File: config.mk
export PLATFORM = sky130hd
export DESIGN_NAME = axi_lite_reg_responder
export DESIGN_NICKNAME = d
export VERILOG_FILES = /design/src/rtl/axi_lite_reg_responder.sv
export SDC_FILE = /design/constraint.sdc
export NUM_CORES = 1
export LEC_CHECK = 0
export ABC_AREA = 1
export BUFFER_PORTS_ARGS = -buffer_cell sky130_fd_sc_hd__buf_2
export CAP_MARGIN = 0
export CORE_AREA = 3 3 463 465
export CTS_CLUSTER_DIAMETER = 100
export DETAILED_ROUTE_END_ITERATION = 10
export DIE_AREA = 0 0 466 468
export GPL_TIMING_DRIVEN = 0
export SLEW_MARGIN = 20
export SYNTH_ARGS = -nofsm -noshare
export SYNTH_HDL_FRONTEND = slang
export SYNTH_SLANG_ARGS = --single-unit
File: constraint.sdc
create_clock -name clk -period 52.9 [get_ports clk]
set_clock_uncertainty 0.2 [all_clocks]
set_input_delay 5.29 -clock clk [delete_from_list [all_inputs] [get_ports clk]]
set_output_delay 5.29 -clock clk [all_outputs]
set_load 0.02 [all_outputs]
File: src/rtl/axi_lite_reg_responder.sv
// AXI4-Lite register responder: terminates the PS control bus and exposes a
// bank of NUM_REGS word-spaced registers to the PL.
//
// Ports:
//   clk, rst              bus/register clock, asynchronous active-high reset
//   ps_axi_aw*            write address channel (awprot ignored)
//   ps_axi_w*             write data channel with byte strobes
//   ps_axi_b*             write response channel (OKAY / SLVERR)
//   ps_axi_ar*            read address channel (arprot ignored)
//   ps_axi_r*             read data channel (OKAY / SLVERR)
//   reg_out               packed read-write register contents
//   reg_in                packed read-only register sources
//   wr_pulse              one-cycle strobe per successful register write
module axi_lite_reg_responder #(
    parameter int unsigned           ADDR_WIDTH = 32,
    parameter int unsigned           DATA_WIDTH = 32,
    parameter int unsigned           NUM_REGS   = 16,
    parameter logic [ADDR_WIDTH-1:0] BASE_ADDR  = '0,
    parameter logic [NUM_REGS-1:0]   RO_MASK    = '0
) (
    input  logic                           clk,
    input  logic                           rst,
    input  logic [ADDR_WIDTH-1:0]          ps_axi_awaddr,
    input  logic [2:0]                     ps_axi_awprot,
    input  logic                           ps_axi_awvalid,
    output logic                           ps_axi_awready,
    input  logic [DATA_WIDTH-1:0]          ps_axi_wdata,
    input  logic [DATA_WIDTH/8-1:0]        ps_axi_wstrb,
    input  logic                           ps_axi_wvalid,
    output logic                           ps_axi_wready,
    output logic [1:0]                     ps_axi_bresp,
    output logic                           ps_axi_bvalid,
    input  logic                           ps_axi_bready,
    input  logic [ADDR_WIDTH-1:0]          ps_axi_araddr,
    input  logic [2:0]                     ps_axi_arprot,
    input  logic                           ps_axi_arvalid,
    output logic                           ps_axi_arready,
    output logic [DATA_WIDTH-1:0]          ps_axi_rdata,
    output logic [1:0]                     ps_axi_rresp,
    output logic                           ps_axi_rvalid,
    input  logic                           ps_axi_rready,
    output logic [NUM_REGS*DATA_WIDTH-1:0] reg_out,
    input  logic [NUM_REGS*DATA_WIDTH-1:0] reg_in,
    output logic [NUM_REGS-1:0]            wr_pulse
);

    localparam int unsigned STRB_WIDTH  = DATA_WIDTH / 8;
    localparam int unsigned IDX_WIDTH   = (NUM_REGS > 1) ? $clog2(NUM_REGS) : 1;
    localparam logic [1:0]  RESP_OKAY   = 2'b00;
    localparam logic [1:0]  RESP_SLVERR = 2'b10;

    typedef enum logic [1:0] {W_IDLE, W_PART, W_COMMIT, W_RESP} w_state_t;
    typedef enum logic       {R_IDLE, R_DATA} r_state_t;

    w_state_t w_state, w_state_nxt;
    r_state_t r_state, r_state_nxt;

    logic aw_hs, w_hs, ar_hs, b_hs, r_hs;
    logic aw_full, w_full;
    logic aw_ready_nxt, w_ready_nxt;

    logic [ADDR_WIDTH-1:0] aw_addr_q;
    logic [DATA_WIDTH-1:0] w_data_q;
    logic [STRB_WIDTH-1:0] w_strb_q;

    logic [DATA_WIDTH-1:0] regs [NUM_REGS];

    logic                  wr_ok, rd_ok;
    logic [IDX_WIDTH-1:0]  wr_idx, rd_idx;
    logic [DATA_WIDTH-1:0] rd_data_nxt;
    logic [1:0]            rd_resp_nxt;

    logic unused_prot;
    assign unused_prot = ^{ps_axi_awprot, ps_axi_arprot};

    function automatic logic addr_ok(input logic [ADDR_WIDTH-1:0] a);
        logic [ADDR_WIDTH-1:0] off;
        off = a - BASE_ADDR;
        return (a[1:0] == 2'b00) && (a >= BASE_ADDR) &&
               ((off >> 2) < ADDR_WIDTH'(NUM_REGS));
    endfunction

    function automatic logic [IDX_WIDTH-1:0] addr_idx(input logic [ADDR_WIDTH-1:0] a);
        logic [ADDR_WIDTH-1:0] off;
        off = a - BASE_ADDR;
        return IDX_WIDTH'(off >> 2);
    endfunction

    assign aw_hs = ps_axi_awvalid && ps_axi_awready;
    assign w_hs  = ps_axi_wvalid  && ps_axi_wready;
    assign ar_hs = ps_axi_arvalid && ps_axi_arready;
    assign b_hs  = ps_axi_bvalid  && ps_axi_bready;
    assign r_hs  = ps_axi_rvalid  && ps_axi_rready;

    assign wr_ok  = addr_ok(aw_addr_q);
    assign wr_idx = addr_idx(aw_addr_q);
    assign rd_ok  = addr_ok(ps_axi_araddr);
    assign rd_idx = addr_idx(ps_axi_araddr);

    // ---------------- write FSM ----------------
    always_comb begin
        w_state_nxt = w_state;
        case (w_state)
            W_IDLE: begin
                if (aw_hs && w_hs)      w_state_nxt = W_COMMIT;
                else if (aw_hs || w_hs) w_state_nxt = W_PART;
            end
            W_PART:   if (aw_hs || w_hs) w_state_nxt = W_COMMIT;
            W_COMMIT: w_state_nxt = W_RESP;
            W_RESP:   if (b_hs) w_state_nxt = W_IDLE;
            default:  w_state_nxt = W_IDLE;
        endcase
    end

    // Readies are registered from the next state so they never follow valid
    // combinationally; in W_PART only the channel not yet held stays ready.
    always_comb begin
        aw_ready_nxt = (w_state_nxt == W_IDLE) ||
                       ((w_state_nxt == W_PART) && !(aw_full || aw_hs));
        w_ready_nxt  = (w_state_nxt == W_IDLE) ||
                       ((w_state_nxt == W_PART) && !(w_full || w_hs));
    end

    always_ff @(posedge clk or posedge rst) begin
        if (rst) begin
            w_state        <= W_IDLE;
            ps_axi_awready <= 1'b0;
            ps_axi_wready  <= 1'b0;
            ps_axi_bvalid  <= 1'b0;
        end else begin
            w_state        <= w_state_nxt;
            ps_axi_awready <= aw_ready_nxt;
            ps_axi_wready  <= w_ready_nxt;
            // bvalid is registered off W_RESP, so it rises one edge after the
            // commit edge and drops on the handshake.
            ps_axi_bvalid  <= (w_state == W_RESP) && !b_hs;
        end
    end

    always_ff @(posedge clk or posedge rst) begin
        if (rst) begin
            aw_full      <= 1'b0;
            w_full       <= 1'b0;
            aw_addr_q    <= '0;
            w_data_q     <= '0;
            w_strb_q     <= '0;
            ps_axi_bresp <= RESP_OKAY;
            wr_pulse     <= '0;
            for (int unsigned i = 0; i < NUM_REGS; i++) regs[i] <= '0;
        end else begin
            wr_pulse <= '0;
            if (aw_hs) begin
                aw_full   <= 1'b1;
                aw_addr_q <= ps_axi_awaddr;
            end
            if (w_hs) begin
                w_full   <= 1'b1;
                w_data_q <= ps_axi_wdata;
                w_strb_q <= ps_axi_wstrb;
            end
            if (w_state == W_COMMIT) begin
                aw_full <= 1'b0;
                w_full  <= 1'b0;
                if (wr_ok && !RO_MASK[wr_idx]) begin
                    for (int unsigned b = 0; b < STRB_WIDTH; b++) begin
                        if (w_strb_q[b]) regs[wr_idx][b*8 +: 8] <= w_data_q[b*8 +: 8];
                    end
                    wr_pulse[wr_idx] <= 1'b1;
                    ps_axi_bresp     <= RESP_OKAY;
                end else begin
                    ps_axi_bresp <= RESP_SLVERR;
                end
            end
        end
    end

    // ---------------- read FSM ----------------
    always_comb begin
        r_state_nxt = r_state;
        case (r_state)
            R_IDLE:  if (ar_hs) r_state_nxt = R_DATA;
            R_DATA:  if (r_hs)  r_state_nxt = R_IDLE;
            default: r_state_nxt = R_IDLE;
        endcase
    end

    // Reads sample regs before any same-edge commit lands (pre-write value).
    always_comb begin
        rd_data_nxt = '0;
        rd_resp_nxt = RESP_SLVERR;
        if (rd_ok) begin
            rd_resp_nxt = RESP_OKAY;
            rd_data_nxt = RO_MASK[rd_idx] ? reg_in[rd_idx*DATA_WIDTH +: DATA_WIDTH]
                                          : regs[rd_idx];
        end
    end

    always_ff @(posedge clk or posedge rst) begin
        if (rst) begin
            r_state        <= R_IDLE;
            ps_axi_arready <= 1'b0;
            ps_axi_rdata   <= '0;
            ps_axi_rresp   <= RESP_OKAY;
        end else begin
            r_state        <= r_state_nxt;
            ps_axi_arready <= (r_state_nxt == R_IDLE);
            if (ar_hs) begin
                ps_axi_rdata <= rd_data_nxt;
                ps_axi_rresp <= rd_resp_nxt;
            end
        end
    end

    assign ps_axi_rvalid = (r_state == R_DATA);

    always_comb begin
        reg_out = '0;
        for (int unsigned i = 0; i < NUM_REGS; i++) begin
            reg_out[i*DATA_WIDTH +: DATA_WIDTH] = regs[i];
        end
    end

endmodule

-- After elaboration in Yosys (flattened, before gate mapping)
Memories as Yosys holds them, arrays and structs flattened.
Cells that the tools add are included.
- multiply operators: 0
- shift-type cells: 1
- $lt $le $gt $ge: 10
- mux-type cells: 47
- equal/unequal tests: 4
- bitwise gates (word level): 4
- div/mod/pow operators: 0
- add/subtract/negate cells: 0
- reductions and logical operators: 32
- operators by type and width (cell ; count):
    $mux 512 ; 10
    $bwmux 512 ; 4
    $demux 32 s4 ; 4
    $shiftx 512x10->32 ; 1
    $mux 32 ; 5
    $bmux 32 s4 ; 1
    $ge 32x1->1 const B ; 2
    $lt 30x5->1 const B ; 2
    $mux 16 ; 3
    $mux 24 ; 1
    $logic_and 1x1->1 ; 16
    $mux 2 ; 6
    $ge 5x5->1 const B ; 2
    $lt 4x5->1 const B ; 2
    $not 4->5 ; 2
    $mux 1 ; 9
    $logic_not 2->1 ; 4
    $mux 8 ; 1
    $pmux 2 s4 ; 1
    $logic_or 1x1->1 ; 5
    $lt 5x1->1 const B ; 1
    $demux 1 s4 ; 1
    $eq 2x1->1 const B ; 2
    $eq 2x2->1 const B ; 2
    other kinds (6) ; 11
- bits in latches: 0
- register bits after elaboration: 641
- word-level logic and storage cells: 131
- input port bits: 625
- bits in read-only memories: 32
- memories: 2
- memory bits (writable): 0
- memories (name ; words ; bits a word ; rd ports ; clocked after memory_dff ; wr ports ; line ; text):
    (no name shown) ; 16 ; 1 ; 1 ; 0 ; 0 ; 193 ; rd_data_nxt = RO_MASK[rd_idx] ? reg_in[rd_idx*DATA_WIDTH +: DATA_WIDTH]
    (no name shown) ; 16 ; 1 ; 1 ; 0 ; 0 ; 164 ; if (wr_ok && !RO_MASK[wr_idx]) begin

-- Logic depth before layout (Yosys ltp)
Gate-level depths: netlist of the first run.
- depth in word-level cells: 19
- depth in mapped cells: 11
- mapped depth without buffers: 9

-- Worst setup path before layout of the first run
Ideal clock, no wire load.
- kind: input port to flip-flop
- start point: input port ps_axi_wvalid
- end point: register w_data_q[0]
- stages: 4
- path slack: 46277 ps
- required time: 52575 ps
- library setup time: 125 ps
- arrival: 6298 ps
- path through: nand2_1 clkbuf_1 buf_2 mux2_2
- word-level cells in the longest chain between the ends: 1
- RTL lines (element ; line ; text):
    from (decl) ; 29 ; input logic ps_axi_wvalid,
    $logic_and 1x1->1 ; 90 ; assign w_hs = ps_axi_wvalid && ps_axi_wready;
    to (signal assigned) ; 158 ; w_data_q <= ps_axi_wdata;
    to (decl) ; 63 ; logic [DATA_WIDTH-1:0] w_data_q;
Every way passes these cells.
A chain may end at the register's enable or synchronous reset.

-- Final worst setup path of the first run
- start point: input port ps_axi_araddr[3]
- end point: register ps_axi_rdata[31]
- word-level cells in the longest chain between the ends: 6
- elaborated cells between the ends (all ways): 13
- those cells by class: order compare: 2; shift: 1; mux: 6; bitwise: 1; reduce/logical: 2; memory: 1
- RTL lines (element ; line ; text):
    from (decl) ; 34 ; input logic [ADDR_WIDTH-1:0] ps_axi_araddr,
    parallel branches: the longest is 5 deep, another holds $shiftx 512x10->32 ; n/a ;
    $mux 32 (*) ; 191 ; if (rd_ok) begin
    to (signal assigned) ; 208 ; ps_axi_rdata <= rd_data_nxt;
    to (decl) ; 38 ; output logic [DATA_WIDTH-1:0] ps_axi_rdata,
Every way passes the cells marked *. The select of a mux whose other input is x is not followed.

==> results of run 1 <==
logic make-up (layout without fill, tap and decap cells):
| group | Yosys count | count (layout) | share of synthesized area, % |
|---|---|---|---|
| and+or+nand+nor | 2777 | 2777 | 41.3 |
| DFF | 639 | 639 | 49.7 |
| buffers and inverters | 403 | 1244 | 6.55 |
| muxes | 64 | 64 | 2.24 |
| AOI/OAI and AO/OA | 12 | 12 | 0.190 |
| other | 1 | 9 | 0.0116 |
cell usage after synthesis:
cell type	count
sky130_fd_sc_hd__a21oi_1	8
sky130_fd_sc_hd__buf_8	4
sky130_fd_sc_hd__mux2_2	64
sky130_fd_sc_hd__buf_2	40
sky130_fd_sc_hd__nand3_4	56
sky130_fd_sc_hd__dfrtp_1	639
sky130_fd_sc_hd__nand2_2	3
sky130_fd_sc_hd__nand3_1	487
sky130_fd_sc_hd__buf_6	44
sky130_fd_sc_hd__conb_1	1
sky130_fd_sc_hd__buf_4	15
sky130_fd_sc_hd__nor2_1	48
sky130_fd_sc_hd__inv_2	13
sky130_fd_sc_hd__clkbuf_1	225
sky130_fd_sc_hd__nor2_4	10
sky130_fd_sc_hd__nor3_1	16
sky130_fd_sc_hd__nand2_1	1636
sky130_fd_sc_hd__nor2_8	7
sky130_fd_sc_hd__nand4_1	513
sky130_fd_sc_hd__buf_12	7
sky130_fd_sc_hd__o21ai_0	3
sky130_fd_sc_hd__inv_1	28
sky130_fd_sc_hd__a31oi_1	1
sky130_fd_sc_hd__buf_1	27
sky130_fd_sc_hd__and3b_1	1
worst max-delay path: cells and delay by family:
family | cells | cell delay [ns]
buf+inv | 4 | 1.73
simple gates | 5 | 1.12
flip-flops by register name (all words and copies together) (netlist names), 2 cells and up:
signal        cells
reg_out         512
aw_addr_q        32
wr_pulse         16
w_data_q         32
ps_axi_rdata     32
w_strb_q          4
w_state           2
metal layers:
layer	global-route usage, %	routed length [um]	vias up
li1	-	-	14800
met1	27.1	96700	17100
met2	29.1	94100	2194
met3	8.09	29000	272
met4	7.85	9920	2
met5	0	9	-
cell type report:
| class | count | share of cell area, % |
|---|---|---|
| Sequential cell | 639 | 37.7 |
| Multi-Input combinational cell | 2855 | 33.2 |
| Timing Repair Buffer | 682 | 8.54 |
| Tap cell | 2805 | 8.27 |
| Clock buffer | 115 | 5.78 |
| Buffer | 362 | 4.65 |
| Clock inverter | 44 | 1.44 |
| Inverter | 41 | 0.380 |
| Antenna cell | 7 | 0.0413 |
where the power goes:
group          total, mW  leakage [nW]  internal [mW]  switching (mW)
Sequential         0.532          8.75          0.518          0.0132
Combinational      0.485          11.3         0.0758           0.409
Clock              0.641          1.50          0.383           0.258
worst max path at each step:
stage,end,slack (ns),depth (start not counted)
after floorplan,aw_addr_q[0],29.51,1
after global placement,reg_out[66],21.13,2
after detailed placement,ps_axi_rdata[2],44.25,8
after CTS,ps_axi_rdata[5],45.03,8
after global routing,ps_axi_rdata[31],45.15,9
final,ps_axi_rdata[31],45.10,9
stage by stage:
step | total power [mW] | setup slack [ns] | instances | cell area, sq um
2_1_floorplan | 0.780 | 29.51 | 3897 | 32200
3_3_place_gp | 1.00 | 21.13 | 7373 | 39100
3_5_place_dp | 1.01 | 44.25 | 7382 | 39300
4_1_cts | 1.65 | 45.03 | 7541 | 42400
5_1_grt | 1.70 | 45.15 | 7545 | 42400
6_report | 1.66 | 45.10 | 7550 | 42400
==> impl_summary.log, run 1 <==
[metrics] routed via count: approximately 34000
[metrics] Remaining DRCs: 0
[metrics] Critical Path Start: ps_axi_araddr[3]
[metrics] VDD IR-drop max: around 30 uV
[metrics] detailed-routing iteration count for the pre-antenna-repair pass: 6
[metrics] post-synthesis instance area: 0.0322 sq mm
[metrics] type of the worst setup path: in -> reg
[metrics] Least-Margin Pin Slew: 1.29 ns
[metrics] endpoint kind of the worst setup timing path: flip-flop
[metrics] post-layout min period: 7.80 ns
[metrics] area taken by multi-input logic gates: between 0.01 and 0.015 sq mm
[metrics] total negative slack: 0 ns
[metrics] via count of the first global-routing pass: ~32000
[metrics] Area contributors post-synth: sky130_fd_sc_hd__dfrtp_1 50%, sky130_fd_sc_hd__nand2_1 19%, sky130_fd_sc_hd__nand4_1 10%
[metrics] via/cell ratio: 4.55
[metrics] Req. time, crit path: roughly 53 ns
[metrics] clock root buffer: sky130_fd_sc_hd__clkbuf_16
[metrics] Hold Crit Start: ps_axi_rdata[15]
[metrics] sequential cell area: 0.0160 sq mm
[metrics] ratio of final minimum period to clock period: approximately 15%
[metrics] drt total wl: about 230000 um
[metrics] Synth Register Bits: about 640
[metrics] share of the synthesized area in the top cell type: 49.7%
[metrics] delay of the slowest cell on the worst path: 0.84 ns
[metrics] routability cong.: roughly 0.95
[metrics] post-synthesis average cell area: approximately 8.3 sq um
[metrics] Hold Path Class: reg -> reg
[metrics] hold bufs inserted after CTS: 0
[metrics] depth of the most critical reg-to-reg path: 7
[metrics] most used cells in the layout excluding fill and tap cells: 1636 x sky130_fd_sc_hd__nand2_1, 711 x sky130_fd_sc_hd__buf_2, 639 x sky130_fd_sc_hd__dfrtp_1, 513 x sky130_fd_sc_hd__nand4_1, 487 x sky130_fd_sc_hd__nand3_1
[metrics] Critical Path AT: 8.19 ns
[metrics] fraction of final layout cells with drive strength greater than 1: a little under a quarter
[metrics] clock tree from TritonCTS: built
[metrics] Initial Util: between 10% and 20%
[metrics] Clock Tree Buf Depth: 3
[metrics] unrepaired setup endpoints after global routing: no
[metrics] worst max-slew margin expressed relative to the limit: between 10% and 20%
[metrics] Post-Synthesis Cells: a little under 4000
[metrics] final hold slack: approximately 0.28 ns
[metrics] CP max-delay cell: sky130_fd_sc_hd__clkbuf_1
[metrics] clock sinks: approximately 640
[metrics] run status: finished clean
[metrics] input/output buffers: 671
[metrics] Total Nets Final: between 5000 and 6000
[metrics] count of buffers added by post-CTS timing repair for setup: 0
[metrics] filler cell count: approximately 24000
[metrics] count of maximum capacitance violations: 0
[metrics] Critical Path, Cell by Cell: buf_2, inv_1, clkbuf_1, clkbuf_2, nand3_1, nand3_1, nand3_1, nand3_1, nand2_1
[metrics] Die Ht: roughly 470 um
[metrics] first-iteration detailed-routing DRC count: 4556
[metrics] Final ANT Viol Nets: 0
[metrics] floorplan die area: 0.218 sq mm
[metrics] library cells used by synthesis: 25
[metrics] clk_lat worst skew: between 0.7 and 0.8 ns
[metrics] number of H-tree levels: 3
[metrics] first-pass GRT wire length: ~300000 um
[metrics] Max Slew Vio Count: 0
[metrics] detailed-placement wirelength estimate: 191000 um
[metrics] reported leakage power: 21.5 nW
[metrics] Hold Fails Final Rpt: 0
[metrics] x dimension of the die: about 470 um
[metrics] number of warnings issued by yosys: 0
[metrics] maximum number of pins on one net before global-route repair: 106
[metrics] number of rows created at floorplan: 168
[metrics] destination of the worst register-to-register timing path: ps_axi_rdata[3]
[metrics] maximum achievable frequency: about 0.13 GHz
[metrics] Seq/Total Area, Yosys: 49.7%
[metrics] internal reg-to-reg setup slack: roughly 50 ns
[metrics] number of stages on the worst hold path: 2
[metrics] number of antenna violations at the first check in global routing: 25
[metrics] Hold Path Sink: ps_axi_rdata[15]
[metrics] clock-pin slew reported for the worst setup and hold paths after clock tree synthesis: roughly 0.050 ns
[metrics] startpoint of the lowest-slack register-to-register path: ps_axi_arready
[metrics] GR Util All Layers: between 20% and 30%
[metrics] top fanout value on the critical path: 10
[metrics] most common cell after layout, fill and taps aside: sky130_fd_sc_hd__nand2_1
[metrics] Critical Path Source Type: input pin
[metrics] remaining global-route overflow: 0
[metrics] area of the placeable core: about 0.21 sq mm
[metrics] signed area change from the synthesized netlist to the final layout: 31.8%
[metrics] post-DR wirelength/cell: slightly above 30 um
[metrics] power per standard cell area: 39.1 mW/mm^2
[metrics] largest area contributor in the synthesized netlist: sky130_fd_sc_hd__dfrtp_1
[metrics] endpoints failing setup: 0
[metrics] number of top-level pins: roughly 1200
[metrics] post-cts repair resize count: 0
[metrics] end-of-flow core utilization: 20.2%
[metrics] cell repeated most along the worst path: sky130_fd_sc_hd__nand3_1
[metrics] cts bufs inserted: 86
(Power assumes the default switching activity.)
==> inputs of run 2 (changes only) <==
Settings changed: ABC_AREA 1 to 0, CORE_AREA 3 3 463 465 to 3 3 467 469, DIE_AREA 0 0 466 468 to 0 0 470 472.
Clock period 52.9 ns to 7.15 ns, I/O delays scaled along.
==> impl_summary.log, run 2 <==
[metrics] Total Nets Final: between 3000 and 4000
[metrics] top fanout value on the critical path: 10
[metrics] EDFF count, synth: 0
[metrics] maximum number of pins on one net before global-route repair: 34
[metrics] floorplan die area: approximately 0.22 sq mm
[metrics] Hold Path Class: in -> reg
[metrics] Area contributors post-synth: sky130_fd_sc_hd__dfrtp_1 55%, sky130_fd_sc_hd__mux2_2 24%, sky130_fd_sc_hd__mux4_2 7.5%
[metrics] clock root buffer: sky130_fd_sc_hd__clkbuf_16
[metrics] Worst Setup Slack post-DPL: roughly 1.8 ns
[metrics] input/output buffers: 669
[metrics] predominant post-synthesis flop cell: sky130_fd_sc_hd__dfrtp_1
[metrics] maximum achievable frequency: around 0.22 GHz
[metrics] count of maximum capacitance violations: 0
[metrics] total negative slack: 0 ns
[metrics] depth of the most critical reg-to-reg path: 6
[metrics] Critical Path AT: about 4.9 ns
[metrics] Initial Util: about 14%
[metrics] Hold Fails Final Rpt: 0
[metrics] post-synthesis average cell area: ~15 sq um
[metrics] fraction of final layout cells with drive strength greater than 1: a little under 60%
[metrics] reported leakage power: 20.3 nW
[metrics] via count of the first global-routing pass: 23000
[metrics] Critical Path Source Type: input pin
[metrics] ratio of final minimum period to clock period: 63.0%
[metrics] Seq/Total Area, Yosys: between 50% and 60%
[metrics] endpoint kind of the worst setup timing path: flip-flop
[metrics] most common cell after layout, fill and taps aside: sky130_fd_sc_hd__buf_2
[metrics] number of stages on the worst hold path: 2
[metrics] max FFs per register: between 500 and 600
[metrics] end-of-flow core utilization: roughly a fifth
[metrics] x dimension of the die: 470 um
[metrics] detailed-placement wirelength estimate: approximately 140000 um
[metrics] Remaining DRCs: 0
[metrics] worst max-slew margin expressed relative to the limit: between 10% and 20%
[metrics] number of rows created at floorplan: between 150 and 200
[metrics] post-synthesis instance area: 0.0291 sq mm
[metrics] first-pass GRT wire length: around 220000 um
[metrics] Least-Margin Pin Slew: approximately 1.3 ns
[metrics] post-layout min period: ~4.5 ns
[metrics] clk_lat worst skew: ~0.77 ns
[metrics] post-cts repair resize count: 0
[metrics] type of the worst setup path: in -> reg
[metrics] endpoints failing setup: 0
[metrics] unrepaired setup endpoints after global routing: no
[metrics] signed area change from the synthesized netlist to the final layout: 40.7%
[metrics] first-iteration detailed-routing DRC count: approximately 1500
[metrics] run status: finished clean
[metrics] Cell Count Post-Placement: roughly 5500
[metrics] final standard cell area without fillers: 0.0409 sq mm
[metrics] clock sinks: ~640
[metrics] share of the synthesized area in the top cell type: 55.0%
[metrics] most instantiated library cell after synthesis: sky130_fd_sc_hd__dfrtp_1
[metrics] cts bufs inserted: between 80 and 90
[metrics] post-DR wirelength/cell: about 30 um
[metrics] Post-Layout Cell Count: 5731
[metrics] proportion of synthesized flip-flops having asynchronous set or reset: between 90% and 100%
[metrics] clock tree from TritonCTS: built
[metrics] detailed-routing iteration count for the pre-antenna-repair pass: 5
[metrics] via/cell ratio: around 3.8
[metrics] number of top-level pins: 1194
[metrics] Req. time, crit path: between 7 and 8 ns
[metrics] Clock Tree Buf Depth: 3
[metrics] filler cell count: approximately 23000
[metrics] Die Ht: ~470 um
[metrics] delay of the slowest cell on the worst path: approximately 1 ns
[metrics] final hold slack: approximately 0.087 ns
[metrics] routed via count: 22000
[metrics] number of antenna violations at the first check in global routing: 31
[metrics] area of the placeable core: 0.214 sq mm
[metrics] GR Util All Layers: 14.9%
[metrics] power per standard cell area: ~250 mW/mm^2
[metrics] drt total wl: approximately 170000 um
[metrics] Synth Register Bits: ~640
[metrics] sequential cell area: 0.0160 sq mm
[metrics] CP max-delay cell: sky130_fd_sc_hd__clkbuf_1
[metrics] Final ANT Viol Nets: 0
[metrics] largest area contributor in the synthesized netlist: sky130_fd_sc_hd__dfrtp_1
[metrics] area taken by multi-input logic gates: approximately 0.012 sq mm
[metrics] number of warnings issued by yosys: 0
[metrics] most used cells in the layout excluding fill and tap cells: 704 x sky130_fd_sc_hd__buf_2, 639 x sky130_fd_sc_hd__dfrtp_1, 610 x sky130_fd_sc_hd__mux2_2, 97 x sky130_fd_sc_hd__mux4_2, 83 x sky130_fd_sc_hd__clkbuf_16
[metrics] library cells used by synthesis: 40
[metrics] internal reg-to-reg setup slack: about 3.1 ns
[metrics] final worst-path setup slack: about 2.6 ns
[metrics] routability cong.: 0.827
[metrics] number of H-tree levels: 3
[metrics] post-placement cell area: between 0.03 and 0.04 sq mm
[metrics] clock-pin slew reported for the worst setup and hold paths after clock tree synthesis: approximately 0.060 ns
[metrics] Synth top cells by count: 639 x sky130_fd_sc_hd__dfrtp_1, 610 x sky130_fd_sc_hd__mux2_2, 97 x sky130_fd_sc_hd__mux4_2
[metrics] Final Total Pwr: 10.3 mW
[metrics] remaining global-route overflow: 0
[metrics] Max Slew Vio Count: 0
[metrics] Post-Synthesis Cells: around 1900
[metrics] VDD IR-drop max: about 200 uV
[metrics] Critical Path, Cell by Cell: clkbuf_1, buf_2, buf_2, nand2b_1, clkbuf_1, o22ai_1, nor4b_1, a211oi_1
[run 2: cell types whose count changed after synthesis, moves of 56 or more]
cell                       before  now
sky130_fd_sc_hd__nand2_1     1636   54
sky130_fd_sc_hd__mux2_2        64  610
sky130_fd_sc_hd__nand4_1      513   26
sky130_fd_sc_hd__nand3_1      487    8
sky130_fd_sc_hd__mux2i_1        0   68
sky130_fd_sc_hd__clkbuf_1     225   81
sky130_fd_sc_hd__mux4_2         0   97
sky130_fd_sc_hd__nand3_4       56    0
[run 2: cells by family after synthesis]
group                    Yosys count  share of synthesized area (%)
multiplexers                     775                           33.5
flip-flops                       639                           55.0
AND/OR/NAND/NOR                  259                           7.24
buffers and inverters            135                           2.10
AO/OA/AOI/OAI                    102                           2.19
adder cells (fa/ha/maj)            1                         0.0344
other                              1                         0.0129
[run 2: layout make-up]
class	instances	area share [%]
clock inverter	31	1.17
timing repair buffer	819	12.9
multi-input combinational	1139	30.5
tap	2838	8.67
clock buffer	122	5.99
inverter	3	0.0367
antenna	8	0.0489
sequential	639	39.1
buffer	132	1.58
[run 2: critical path: cells and delay by family]
| kind | cells | cell delay [ns] |
|---|---|---|
| buffers and inverters | 4 | 2.88 |
| AO/OA/AOI/OAI | 2 | 0.60 |
| AND/OR/NAND/NOR | 2 | 0.63 |
[run 2: final timing paths]
check | from | end
max in group asynchronous | rst | reg_out[437]
worst max register to register | w_state[0] | reg_out[236]
worst min register to register | ps_axi_rresp[1] | ps_axi_rresp[1]
worst min-delay path | ps_axi_awaddr[4] | aw_addr_q[4]
min in group asynchronous | rst | reg_out[104]
worst max-delay path | ps_axi_araddr[3] | ps_axi_rdata[0]
[run 2: power by group]
part	internal [mW]	switching (mW)	leakage, nW
clock network	2.64	1.83	1.43
registers	3.83	0.343	8.75
logic	0.473	1.14	10.1
total	6.95	3.32	20.3
[run 2: repair_timing]
action | in CTS | in global routing
setup buffers | 0 | 0
hold buffers | 69 | 0
hold endpoints to repair | 84 | 0
[run 2: routing by layer]
layer / share of wire (%) / track usage (%) / vias to the layer above
met5: 0 / 0 / -
met4: 4.7 / 6.36 / 0
met3: 10 / 6.52 / 286
met2: 44 / 22.8 / 1126
met1: 41 / 18.2 / 11600
li1: - / - / 9065
